## src/rtl/program_loader_pkg.sv

```systemverilog
// Shared definitions for the program loader: state encoding of the load sequencer.
package program_loader_pkg;

    typedef enum logic [2:0] {
        ST_IDLE = 3'd0,
        ST_LOAD = 3'd1,
        ST_HOLD = 3'd2,
        ST_RUN  = 3'd3,
        ST_ERR  = 3'd4
    } state_t;

    // States in which a start request opens a new load session.
    function automatic logic start_allowed(input state_t s);
        return (s == ST_IDLE) || (s == ST_RUN) || (s == ST_ERR);
    endfunction

endpackage

```

## src/rtl/program_loader.sv

```systemverilog
// Streams instruction words into the processor's instruction memory while
// holding the processor in reset, then releases it after a fixed hold delay.
//
// state | meaning
// IDLE  | after reset, processor held, waiting for start
// LOAD  | accepting words, one memory write per accepted word
// HOLD  | last word written, processor still held for HOLD_CYCLES
// RUN   | processor released, program running
// ERR   | session overflowed capacity, processor held
module program_loader
    import program_loader_pkg::*;
#(
    parameter int                DATA_W      = 16,
    parameter int                ADDR_W      = 32,
    parameter logic [ADDR_W-1:0] BASE_ADDR   = 32'h20,
    parameter int                MAX_WORDS   = 1024,
    parameter int                HOLD_CYCLES = 2,
    parameter int                CNT_W       = $clog2(MAX_WORDS + 1)
) (
    input  logic              i_clk,
    input  logic              i_reset_n,
    input  logic              i_start,
    input  logic              i_word_valid,
    input  logic [DATA_W-1:0] i_word_data,
    input  logic              i_word_last,
    output logic              o_word_ready,
    output logic              o_mem_we,
    output logic [ADDR_W-1:0] o_mem_addr,
    output logic [DATA_W-1:0] o_mem_wdata,
    output logic              o_cpu_reset,
    output logic              o_busy,
    output logic              o_done,
    output logic              o_error,
    output logic [CNT_W-1:0]  o_word_count,
    output logic [DATA_W-1:0] o_checksum
);

    localparam int HOLD_W = (HOLD_CYCLES < 1) ? 1 : $clog2(HOLD_CYCLES + 1);

    state_t              r_state;
    state_t              w_state_nxt;
    logic [HOLD_W-1:0]   r_hold_cnt;
    logic                r_word_ready;
    logic                r_mem_we;
    logic [ADDR_W-1:0]   r_mem_addr;
    logic [DATA_W-1:0]   r_mem_wdata;
    logic                r_cpu_reset;
    logic                r_busy;
    logic                r_done;
    logic                r_error;
    logic [CNT_W-1:0]    r_word_count;
    logic [DATA_W-1:0]   r_checksum;

    logic w_accept;
    logic w_full;
    logic w_write;
    logic w_hold_tc;
    logic w_session_start;

    // Ready is a function of state only, so accept needs no ready feedback path.
    assign w_accept        = (r_state == ST_LOAD) && i_word_valid;
    assign w_full          = (r_word_count == CNT_W'(MAX_WORDS));
    assign w_write         = w_accept && !w_full;
    assign w_hold_tc       = (r_hold_cnt == '0);
    assign w_session_start = i_start && start_allowed(r_state);

    always_ff @(posedge i_clk) begin
        if (!i_reset_n) begin
            r_state <= ST_IDLE;
        end else begin
            r_state <= w_state_nxt;
        end
    end

    always_comb begin
        w_state_nxt = r_state;
        case (r_state)
            ST_IDLE, ST_RUN, ST_ERR: begin
                if (i_start) begin
                    w_state_nxt = ST_LOAD;
                end
            end
            ST_LOAD: begin
                if (w_accept) begin
                    if (w_full) begin
                        w_state_nxt = ST_ERR;
                    end else if (i_word_last) begin
                        w_state_nxt = ST_HOLD;
                    end
                end
            end
            ST_HOLD: begin
                if (w_hold_tc) begin
                    w_state_nxt = ST_RUN;
                end
            end
            default: begin
                w_state_nxt = ST_IDLE;
            end
        endcase
    end

    // Loaded with HOLD_CYCLES-1 on the last write; HOLD exits on terminal count.
    always_ff @(posedge i_clk) begin
        if (!i_reset_n) begin
            r_hold_cnt <= '0;
        end else if (w_write && i_word_last) begin
            r_hold_cnt <= HOLD_W'(HOLD_CYCLES - 1);
        end else if ((r_state == ST_HOLD) && !w_hold_tc) begin
            r_hold_cnt <= r_hold_cnt - HOLD_W'(1);
        end
    end

    always_ff @(posedge i_clk) begin
        if (!i_reset_n) begin
            r_mem_we     <= 1'b0;
            r_mem_addr   <= BASE_ADDR;
            r_mem_wdata  <= '0;
            r_word_count <= '0;
            r_checksum   <= '0;
        end else begin
            r_mem_we <= w_write;
            if (w_write) begin
                r_mem_addr   <= BASE_ADDR + ADDR_W'(r_word_count);
                r_mem_wdata  <= i_word_data;
                r_word_count <= r_word_count + CNT_W'(1);
                r_checksum   <= r_checksum + i_word_data;
            end else if (w_session_start) begin
                r_word_count <= '0;
                r_checksum   <= '0;
            end
        end
    end

    // Status outputs are registered from the next state so they change with it.
    always_ff @(posedge i_clk) begin
        if (!i_reset_n) begin
            r_word_ready <= 1'b0;
            r_cpu_reset  <= 1'b1;
            r_busy       <= 1'b0;
            r_done       <= 1'b0;
            r_error      <= 1'b0;
        end else begin
            r_word_ready <= (w_state_nxt == ST_LOAD);
            r_cpu_reset  <= (w_state_nxt != ST_RUN);
            r_busy       <= (w_state_nxt == ST_LOAD) || (w_state_nxt == ST_HOLD);
            r_done       <= (w_state_nxt == ST_RUN);
            r_error      <= (w_state_nxt == ST_ERR);
        end
    end

    assign o_word_ready = r_word_ready;
    assign o_mem_we     = r_mem_we;
    assign o_mem_addr   = r_mem_addr;
    assign o_mem_wdata  = r_mem_wdata;
    assign o_cpu_reset  = r_cpu_reset;
    assign o_busy       = r_busy;
    assign o_done       = r_done;
    assign o_error      = r_error;
    assign o_word_count = r_word_count;
    assign o_checksum   = r_checksum;

endmodule

```

## config.mk

```make
export PLATFORM = sky130hd
export DESIGN_NAME = program_loader
export DESIGN_NICKNAME = d
export VERILOG_FILES = /design/src/rtl/program_loader_pkg.sv /design/src/rtl/program_loader.sv
export SDC_FILE = /design/constraint.sdc
export NUM_CORES = 1
export LEC_CHECK = 0
export BUFFER_PORTS_ARGS = -buffer_cell sky130_fd_sc_hd__buf_2
export CAP_MARGIN = 20
export CORE_MARGIN = 2
export CORE_UTILIZATION = 50
export CTS_BUF_LIST = sky130_fd_sc_hd__clkbuf_16
export DETAILED_ROUTE_END_ITERATION = 12
export GPL_TIMING_DRIVEN = 0
export PLACE_DENSITY = 0.78
export SETUP_SLACK_MARGIN = 0.05
export SLEW_MARGIN = 30
export SYNTH_ARGS = -nofsm -noshare
export SYNTH_HDL_FRONTEND = slang
export SYNTH_SLANG_ARGS = --single-unit
```

## constraint.sdc

```tcl
create_clock -name i_clk -period 2.7 [get_ports i_clk]
set_input_delay 0.405 -clock i_clk [delete_from_list [all_inputs] [get_ports i_clk]]
set_output_delay 0.405 -clock i_clk [all_outputs]
set_load 0.005 [all_outputs]
```

==> impl_metrics.json <==
{
  "critPathBufInv": 0,
  "endpoint_kind": "register",
  "layout_commonest_cell": "buf_2",
  "cts_setup_buffers": 0,
  "internal_power_w": 0.001760,
  "fin_util": 0.6339,
  "clk_latency_ns": 0.32,
  "initial_core_util": 0.5099,
  "placed_cells": 589,
  "wl_met2_microns": 4231,
  "fin_cells": 604,
  "criticalPathCategory": "reg -> reg",
  "hold_viol_final": 0,
  "max-cap-violations": 0,
  "numCtsBuffers": 9,
  "hold_buffers": 0,
  "port_buffers": 81,
  "core_sq_um": 6681,
  "firstDrtPassIters": 4,
  "ys.flop_type": "dfxtp_1",
  "tns_ns": 0,
  "wl_per_cell_microns": 13.87,
  "cp_max_fo": 3,
  "crit_family": "compound AO/OA/AOI/OAI gates",
  "drive_gt1_frac": 0.2462,
  "gp_congestion": 0.8575,
  "async_flop_share": 0,
  "drc": 0,
  "p_leak_nw": 2.006,
  "dp_hpwl_microns": 6176,
  "ir_drop_uv": 362.1,
  "clkPwrFrac": 0.419,
  "synth-seq-cells": 66,
  "period_needed_ns": 2.434,
  "synth_edf_count": 0,
  "yosys_warnings": 0,
  "final_cell_mix": "buf_2 (87), dfxtp_1 (66), nand2_1 (65)",
  "via_per_inst": 5.348,
  "avgSynthCellArea_sq_um": 8.330,
  "outcome": "finished clean",
  "fin_nets": 561,
  "die_h_microns": 86.55,
  "diodes": 0,
  "drt.antenna.violating_nets": 0,
  "comb_power_share": 0.145,
  "area_growth_pct": 24.31,
  "maxSlewHeadroom": 0.6169,
  "root_buffer": "clkbuf_16",
  "path_cells": "ha_1 -> fa_1 -> a211oi_1 -> o21bai_1 -> a31o_2 -> a211o_1 -> a21oi_1 -> xor2_1 -> o21ai_0",
  "period_share": 0.9014,
  "htreeDepth": 3,
  "hp-class": "in -> reg",
  "cts_resized": 0,
  "fp.dieW_microns": 86.55,
  "multi_input_area_sq_um": 1872,
  "fmax_ghz": 0.4109,
  "die-area_sq_um": 7490,
  "syn_area_sq_um": 3407,
  "regArea_sq_um": 1321,
  "cts_tree": "built",
  "met3_length_microns": 461,
  "drtIter0Drc": 103,
  "totalWireLength_microns": 8380,
  "crit_slowest_cell": "fa_1",
  "yosysSeqAreaShare": 0.3878,
  "synth_cell_types": 47,
  "start_kind": "register",
  "grt_pass1_wl_microns": 13660,
  "seqPwrFrac": 0.436,
  "powerDensity_nw_per_um2": 561.0,
  "cpPeakStageDelay_ns": 0.44,
  "fp-row-count": 30,
  "highest_layer": "met4",
  "critPathArrivalTime_ns": 2.63,
  "io_pins": 102,
  "grt_pass1_vias": 2970,
  "gr-total-overflow": 0,
  "grt_max_degree": 11,
  "fillers": 614,
  "switchingPower_w": 0.0006165,
  "drv_slew": 0,
  "clock_skew_ns": 0.005413,
  "syn_inst": 409,
  "wl_met1_microns": 3581,
  "grt_setup_unrepaired": "no",
  "setup_violations": 0,
  "vias": 3230,
  "grt_use_total": 0.2311,
  "cts.path.max_buffers": 2,
  "worstMarginPinSlew_ns": 0.5746,
  "required_ns": 2.90,
  "swShare": 0.2595,
  "antenna_found_initial": 0,
  "clk_pin_slew_ns": 0.05,
  "clkSinkCount": 66
}
cell usage after synthesis, types with 3 or more instances:
cell type / instances / area, sq um
xnor2_1: 10 / 87.58
nand3b_1: 3 / 22.52
a21oi_1: 51 / 255.2
nand4_1: 3 / 18.77
a31oi_1: 3 / 18.77
or3_1: 3 / 18.77
buf_2: 6 / 30.03
a211oi_1: 9 / 67.56
and2_1: 4 / 25.02
a22oi_1: 8 / 60.06
nor2_1: 27 / 101.4
nand2b_1: 4 / 25.02
nand3_1: 9 / 45.04
nand2_1: 65 / 244.0
ha_1: 19 / 237.7
nor3_1: 3 / 15.01
and3_1: 7 / 43.79
buf_4: 21 / 157.7
dfxtp_1: 66 / 1321
a21o_1: 8 / 60.06
o21ai_0: 23 / 115.1
inv_1: 10 / 37.54
clkbuf_1: 10 / 37.54
xor2_1: 9 / 78.83
cells by family (layout without fill, tap and decap cells):
logic type / count (synthesis) / after routing / synth area share
fa+ha+maj: 20 / 20 / 0.07565
simple gates: 139 / 139 / 0.1965
xor+xnor: 19 / 19 / 0.04884
compound gates: 115 / 115 / 0.2064
other cells: 1 / 20 / 0.001101
flops: 66 / 66 / 0.3878
buf+inv: 49 / 145 / 0.08373
per-stage QoR:
stage | total power, W | hold slack (ns) | setup WS, ns | instance area [sq um]
after global placement | 0.001387 | 0.4400 | 0.1101 | 3984
after detailed placement | 0.001396 | 0.4447 | 0.07141 | 3984
after global routing | 0.002477 | 0.3542 | 0.1693 | 4235
final | 0.002376 | 0.3356 | 0.2663 | 4235
after CTS | 0.002384 | 0.3324 | 0.2741 | 4235
after floorplan | 0.001286 | 0.4483 | 0.3828 | 3478
state kept, by name, summed over array words and instances (netlist names):
register      cells
o_checksum       16
o_mem_wdata      16
o_mem_addr       12
o_word_count     11
r_state           3
r_hold_cnt        2
o_busy            1
o_cpu_reset       1
o_done            1
o_error           1
o_mem_we          1
o_word_ready      1
tightest hold or removal path, delay by kind of cell:
kind | cells | cell delay (ns)
AO/OA/AOI/OAI | 1 | 0.05
AND/OR/NAND/NOR | 1 | 0.05
buffers and inverters | 1 | 0.11
worst paths after layout:
path | from | end | slack [ns] | cells after the start
setup reg to reg | o_checksum[0]$_SDFFE_PN0P_ | o_checksum[12]$_SDFFE_PN0P_ | 0.27 | 9
hold reg to reg | o_mem_addr[3]$_SDFFE_PN0P_ | o_mem_addr[3]$_SDFFE_PN0P_ | 0.45 | 2
setup / recovery | o_checksum[0]$_SDFFE_PN0P_ | o_checksum[12]$_SDFFE_PN0P_ | 0.27 | 9
hold / removal | i_word_data[9] | o_mem_wdata[9]$_SDFFE_PN0P_ | 0.34 | 3
layout make-up:
cell class                      count  share of cell area
Timing Repair Buffer               81             0.09572
Tap cell                           80             0.02363
Buffer                             39             0.05849
Multi-Input combinational cell    313              0.4420
Clock inverter                      6            0.006204
Inverter                           10            0.008863
Clock buffer                        9             0.05318
Sequential cell                    66              0.3120
power groups by stage:
stage	clock (W)	combinational, W	sequential (W)
floorplan	0	0.000229	0.00106
global placement	0	0.000333	0.00105
detailed placement	0	0.000340	0.00106
CTS	0.00101	0.000343	0.00104
global route	0.00105	0.000388	0.00104
finish	0.000995	0.000345	0.00104
metal layers:
metal / up-vias / global-route usage
li1: 1613 / -
met1: 1513 / 0.2906
met2: 95 / 0.3944
met3: 9 / 0.05810
met4: 0 / 0.06250
met5: - / 0
(Power assumes the default switching activity.)
